===== src/rtl/channel_deserializer.sv =====
// Purpose: packs K consecutive N-bit input words into one K*N-bit output word (first word in the LSBs).
// Latency: out_v rises one clk after the final word of a group is accepted; out_d is a register output.
// Backpressure: non-final words are always accepted; the final word waits (in_a=0) until the output register is free or being drained.
// Optional feature macro: CHANNEL_DESERIALIZER_FLUSH_EN adds a flush input that emits a zero-padded partial word.
module channel_deserializer #(
   parameter int N = 8,
   parameter int K = 4
) (
   input  logic           clk,
   input  logic           reset,
   input  logic           in_v,
   input  logic [N-1:0]   in_d,
   output logic           in_a,
   output logic           out_v,
   output logic [K*N-1:0] out_d,
   input  logic           out_a
`ifdef CHANNEL_DESERIALIZER_FLUSH_EN
   ,
   input  logic           flush
`endif
);

   localparam int CW = (K > 1) ? $clog2(K) : 1;
   localparam logic [CW-1:0] LAST = CW'(K - 1);

   logic [(K-1)*N-1:0] asm;
   logic [CW-1:0]      cnt;
   logic [K*N-1:0]     obuf;
   logic               ov;

   logic               last_word;
   logic               out_free;
   logic               in_xfer;
   logic               out_xfer;
   logic               load_full;
   logic               load;
   logic               flush_fire;
   logic [K*N-1:0]     load_word;

   assign last_word = (cnt == LAST);
   // The output register can take a new word if empty or emptying this cycle.
   assign out_free  = ~ov | out_a;

`ifdef CHANNEL_DESERIALIZER_FLUSH_EN
   logic           flush_pend;
   logic [K*N-1:0] flush_word;

   // Partial word: only slices written since cnt=0 are kept, the rest are zero.
   always_comb begin
      flush_word = '0;
      for (int j = 0; j < K - 1; j++) begin
         if (j < int'(cnt)) begin
            flush_word[j*N +: N] = asm[j*N +: N];
         end
      end
   end

   assign flush_fire = flush_pend & out_free;
   // Input is frozen while a flush waits for the output register.
   assign in_a       = in_v & ~flush_pend & (~last_word | out_free);
   assign load_word  = load_full ? {in_d, asm} : flush_word;

   // Flush request latch; a flush coinciding with a final word is just a normal emission.
   always_ff @(posedge clk) begin
      if (reset) begin
         flush_pend <= 1'b0;
      end else if (flush_fire) begin
         flush_pend <= 1'b0;
      end else if (flush && !load_full && ((cnt != '0) || in_xfer)) begin
         flush_pend <= 1'b1;
      end
   end
`else
   assign flush_fire = 1'b0;
   assign in_a       = in_v & (~last_word | out_free);
   assign load_word  = {in_d, asm};
`endif

   assign in_xfer   = in_v & in_a;
   assign out_xfer  = ov & out_a;
   assign load_full = in_xfer & last_word;
   assign load      = load_full | flush_fire;

   // Store non-final words into their slice of the assembly register.
   always_ff @(posedge clk) begin
      if (reset) begin
         asm <= '0;
      end else if (in_xfer && !last_word) begin
         asm[cnt*N +: N] <= in_d;
      end
   end

   // Word counter restarts on every emission (full or flushed).
   always_ff @(posedge clk) begin
      if (reset) begin
         cnt <= '0;
      end else if (load) begin
         cnt <= '0;
      end else if (in_xfer) begin
         cnt <= cnt + CW'(1);
      end
   end

   // Output register: a load wins over a drain so back-to-back words keep ov high.
   always_ff @(posedge clk) begin
      if (reset) begin
         obuf <= '0;
         ov   <= 1'b0;
      end else begin
         if (load) begin
            obuf <= load_word;
         end
         if (load) begin
            ov <= 1'b1;
         end else if (out_xfer) begin
            ov <= 1'b0;
         end
      end
   end

   assign out_v = ov;
   assign out_d = obuf;

endmodule


===== config.mk =====
export PLATFORM = sky130hd
export DESIGN_NAME = channel_deserializer
export DESIGN_NICKNAME = d
export VERILOG_FILES = /design/src/rtl/channel_deserializer.sv
export SDC_FILE = /design/constraint.sdc
export NUM_CORES = 1
export LEC_CHECK = 0
export CORE_MARGIN = 2
export CORE_UTILIZATION = 30
export CTS_CLUSTER_DIAMETER = 200
export DETAILED_ROUTE_END_ITERATION = 6
export HOLD_SLACK_MARGIN = 0.05
export PLACE_DENSITY_LB_ADDON = 0.25
export SLEW_MARGIN = 20
export SYNTH_ARGS = -nofsm -noshare
export SYNTH_HDL_FRONTEND = slang
export SYNTH_SLANG_ARGS = --single-unit

===== constraint.sdc =====
create_clock -name clk -period 1.6 [get_ports clk]
set_input_delay 0.16 -clock clk [delete_from_list [all_inputs] [get_ports clk]]
set_output_delay 0.16 -clock clk [all_outputs]
set_load 0.02 [all_outputs]

Word level (Yosys, flattened, before mapping)
Cells that the tools add are included.
- word-level logic and storage cells: 24
- output and inout bits: 34
- bits in latches: 0
- ROM bits: 0
- memories: 0
- memory bits (writable): 0
- flip-flop bits (word level): 59
- bitwise logic cells: 8
- divide/modulo/power cells: 0
- muxes and demuxes: 3
- reductions and logical operators: 4
- $lt $le $gt $ge: 0
- add/subtract/negate cells: 2
- shifts and indexed selects: 2
- $mul: 0
- eq/ne operators: 1
- operators by type and width (cell ; count):
    $neg A5 Y34 ; 1
    $shift A8 B34 Y24 const A ; 1
    $shiftx A8 B34 Y24 ; 1
    $bwmux W24 ; 1
    $and A1 B1 Y1 ; 4
    $add A2 B1 Y2 const B ; 1
    $eq A2 B2 Y1 const B ; 1
    $mux W1 ; 2
    $not A1 Y1 ; 2
    $or A1 B1 Y1 ; 2
    $reduce_bool A2 Y1 ; 1
    $reduce_or A2 Y1 ; 1
    $logic_and A1 B1 Y1 ; 1
    $logic_not A1 Y1 ; 1

Longest topological paths before layout
- depth in word-level cells: 7
- gate-level depth with buffers: 6
- mapped depth without buffers: 5

Worst setup path after synthesis
No wires, ideal clock.
- path type: reg-to-reg
- from: register cnt[0]
- to: register asm[23]
- required time: 1.530 ns
- cell stages (with the launch flop): 6
- data arrival time: 1.586 ns
- setup time: 0.070 ns
- path buffers: 0
- setup slack: -0.056 ns
- cells stage by stage: dfxtp_1 inv_1 ha_1 nor4b_4 nand3_1 a21oi_1
- word-level cells in the longest chain between the ends: 6
- elaborated cells on any way between the ends: 11
- ends and longest elaborated chain (item ; line ; text):
    start: declaration ; 27 ; logic [CW-1:0] cnt;
    start signal: assignment ; 100 ; cnt <= cnt + CW'(1);
    branches (longest 6 deep; another with $neg A5 Y34) ; n/a ;
    end signal: indexed assignment ; 89 ; asm[cnt*N +: N] <= in_d;
    end: declaration ; 26 ; logic [(K-1)*N-1:0] asm;
Several ways; the timed one is not identified.
A chain may end at the register's enable or synchronous reset.

Final worst setup path
- from: register ov, in the netlist out_v
- to: output out_v
- RTL lines (item ; line ; text):
    start: declaration ; 29 ; logic ov;
    start signal: assignment ; 108 ; ov <= 1'b0;
    start signal: assignment ; 114 ; ov <= 1'b1;
    start signal: assignment ; 116 ; ov <= 1'b0;
    end: declaration ; 14 ; output logic out_v,
No word-level cell between the ends.

==> impl_metrics.py <==
metrics = {
    "power_and_ir_drop": {
        "leakagePower_nw": 1.074,
        "peakVddDrop_mv": 0.3383,
        "finalPower_mw": 3.135,
        "powerDensity_nw_per_um2": 987.1,
    },
    "floorplan": {
        "core_area_um2": 7292,
        "num_io_pins": 46,
        "die-area_um2": 8321,
        "rows": 31,
        "die_w_um": 91.22,
        "initial_utilization_pct": 31.30,
        "die_h_um": 91.22,
    },
    "timing": {
        "maxSlewViolCount": 0,
        "grt_setup_unrepaired": "true",
        "max_freq_mhz": 664.9,
        "finalCritPeriodShare_pct": 94.01,
        "report.final.hold_viol_count": 0,
        "final.setup.worst_slack_ns": 0.09590,
        "finalSetupViolCount": 0,
        "clock_skew_ns": 0.004011,
        "max_slew_margin_pct": 73.59,
        "finalCriticalPeriod_ns": 1.504,
        "worst_pin_slew_ns": 0.3961,
    },
    "logic_synthesis": {
        "synth_seq_cells": 59,
        "synth_edf_count": 0,
        "ys_seq_area_share_pct": 51.75,
        "synth_nets": 263,
        "synth-main-ff-cell": "dfxtp_1",
        "yosysWarnings": 0,
        "ys_top_cells_by_area": "dfxtp_1, nand3_1, a21oi_1",
        "synth.distinct_cells": 31,
        "syn_inst": 246,
        "async_reset_ff_share_pct": 0,
        "synth_area_leader_cell": "dfxtp_1",
        "yosysMostFrequentCell": "dfxtp_1",
        "netlist_area_um2": 2282,
        "syn_area_per_cell_um2": 9.277,
        "synth_top_area_share_pct": 51.75,
        "yosys-top-cells-count": "dfxtp_1, nand3_1, a21oi_1, o21ai_0, clkbuf_1",
    },
    "placement": {
        "pre_cts_ws_ns": -0.4246,
        "gp_congestion": 0.8653,
        "port_buffers": 45,
        "placedCellCount": 390,
        "dp_hpwl_um": 4074,
        "place_area_um2": 2945,
    },
    "grt": {
        "grt_max_degree": 34,
        "grt_usage_pct": 15.28,
        "first_global_vias": 1922,
        "overflow": 0,
        "grt_pass1_wl_um": 9984,
        "antenna_found_initial": 0,
    },
    "critical_path": {
        "worstSetupStartpointType": "register",
        "path_cells": "buf_4, clkdlybuf4s50_1",
        "r2r-start": "cnt[0]",
        "worst-r2r-setup-slack_ns": 0.11,
        "crit_start": "out_v",
        "r2r-end": "asm[13]",
        "cp_data_arrival_time_ns": 1.34,
        "critPathTopFamily": "buffers and inverters",
        "rr_worst_depth": 5,
        "cp.depth": 2,
        "crit_fanout": 2,
        "endpoint": "out_v",
        "crit_buf_inv": 2,
        "required_ns": 1.44,
        "cp-end-kind": "output pin",
        "cp_slowest_cell": "clkdlybuf4s50_1",
        "critPathKind": "register to output pin",
        "max_stage_delay_ns": 0.59,
    },
    "drt": {
        "antenna_left": 0,
        "first_pass_iters": 4,
        "wl_um": 5896,
        "wl_per_cell_um": 14.52,
        "drc": 0,
        "via_count": 2006,
        "initialDrtViolationCount": 88,
        "viasPerCell": 4.941,
    },
    "clock_network": {
        "tritoncts": "yes",
        "cts_made_buffers": 9,
        "cts_buffer_depth": 2,
        "clk_pin_slew_ns": 0.06,
        "hold_buffers": 0,
        "cts-htree-levels": 3,
        "insertion_delay_ns": 0.33,
        "clock-sinks": 59,
        "cts_root_buffer": "clkbuf_8",
    },
    "layout": {
        "layout.cells.non_filler": 406,
        "fin_area_um2": 3176,
        "syn2layout_area_growth_pct": 39.14,
        "diodes": 0,
        "nets": 319,
        "drive_above_1_share_pct": 14.33,
    },
    "hold_path": {
        "hold_path_class": "register to register",
        "hp-start": "asm[16]",
    },
    "flow_run": {
        "maxCapViolCount": 0,
    },
    "run_status": {
        "outcome": "complete, no violations",
    },
}
==> cell usage in the layout, fill, tap and decap left out, types with 2 or more instances in the layout <==
master / instances
a22o_1: 8
o21ai_0: 31
nand3b_1: 2
clkbuf_1: 3
buf_4: 20
nand2_1: 9
o31ai_1: 2
clkbuf_8: 12
inv_1: 2
dfxtp_1: 58
a32o_1: 8
nand2b_1: 2
buf_12: 2
a21oi_1: 41
nand3_1: 42
clkdlybuf4s50_1: 44
ha_1: 3
==> tightest hold or removal path, stage by stage, from the launching register on <==
cell and delay [ns]:
dfxtp_1 0.31, nand2_1 0.05, a21oi_1 0.05
==> worst min-delay path by stage <==
| stage | to | slack [ns] | depth (start not counted) |
|---|---|---|---|
| after global placement | asm[17] | 0.45 | 2 |
| after detailed placement | asm[23] | 0.45 | 2 |
| final | asm[16] | 0.46 | 2 |
| after global routing | asm[16] | 0.48 | 2 |
| after CTS | asm[23] | 0.46 | 2 |
| after floorplan | asm[10] | 0.29 | 1 |
==> stage by stage <==
| step | TNS [ns] | hold WS (ns) | util (%) |
|---|---|---|---|
| after floorplan | 0 | 0.2857 | - |
| after global placement | -0.4356 | 0.4450 | 40.39 |
| after detailed placement | -0.7074 | 0.4475 | 40.39 |
| after CTS | 0 | 0.4582 | 43.19 |
| after global routing | -0.01472 | 0.4793 | 43.55 |
| final | 0 | 0.4567 | 43.55 |
==> per-layer routing <==
metal | share of wire [%] | GRT usage, %
met4 | 1.5 | 5.808
met5 | 0 | 0
met3 | 4.1 | 4.564
met2 | 46 | 22.59
met1 | 48 | 20.91
==> timing repair <==
item / in CTS / in global routing
gates resized for setup: 7 / 6
pin swaps: 0 / 0
setup endpoints to repair: 7 / 25
setup buffers: 0 / 0
==> sequential cells by signal (all words and copies together), names as in the netlist <==
register  cells
out_d        32
asm          24
cnt           2
out_v         1
==> where the power goes <==
group	switching [mW]	internal [mW]	leakage (nW)
clock	0.541	0.850	0.104
combinational	0.137	0.107	0.494
sequential	0.0105	1.49	0.476
==> cell type report <==
cell class,count,area [µm²]
fillers,756,4116
clock inverters,1,30.03
inverters,3,11.26
multi-input cells,163,1021
flip-flops and latches,59,1182
repair buffers,66,630.6
clock buffers,15,176.4
well taps,99,123.9
==> cell families (layout without fill, tap and decap cells) <==
kind of cell	count (synthesis)	in the layout	synth area share, %
AND/OR/NAND/NOR	65	65	16.89
adder cells (fa/ha/maj)	5	5	2.741
AO/OA/AOI/OAI	93	93	23.96
flip-flops	59	59	51.75
buffers and inverters	24	85	4.660
No activity file was read; power rests on OpenSTA's default activity.
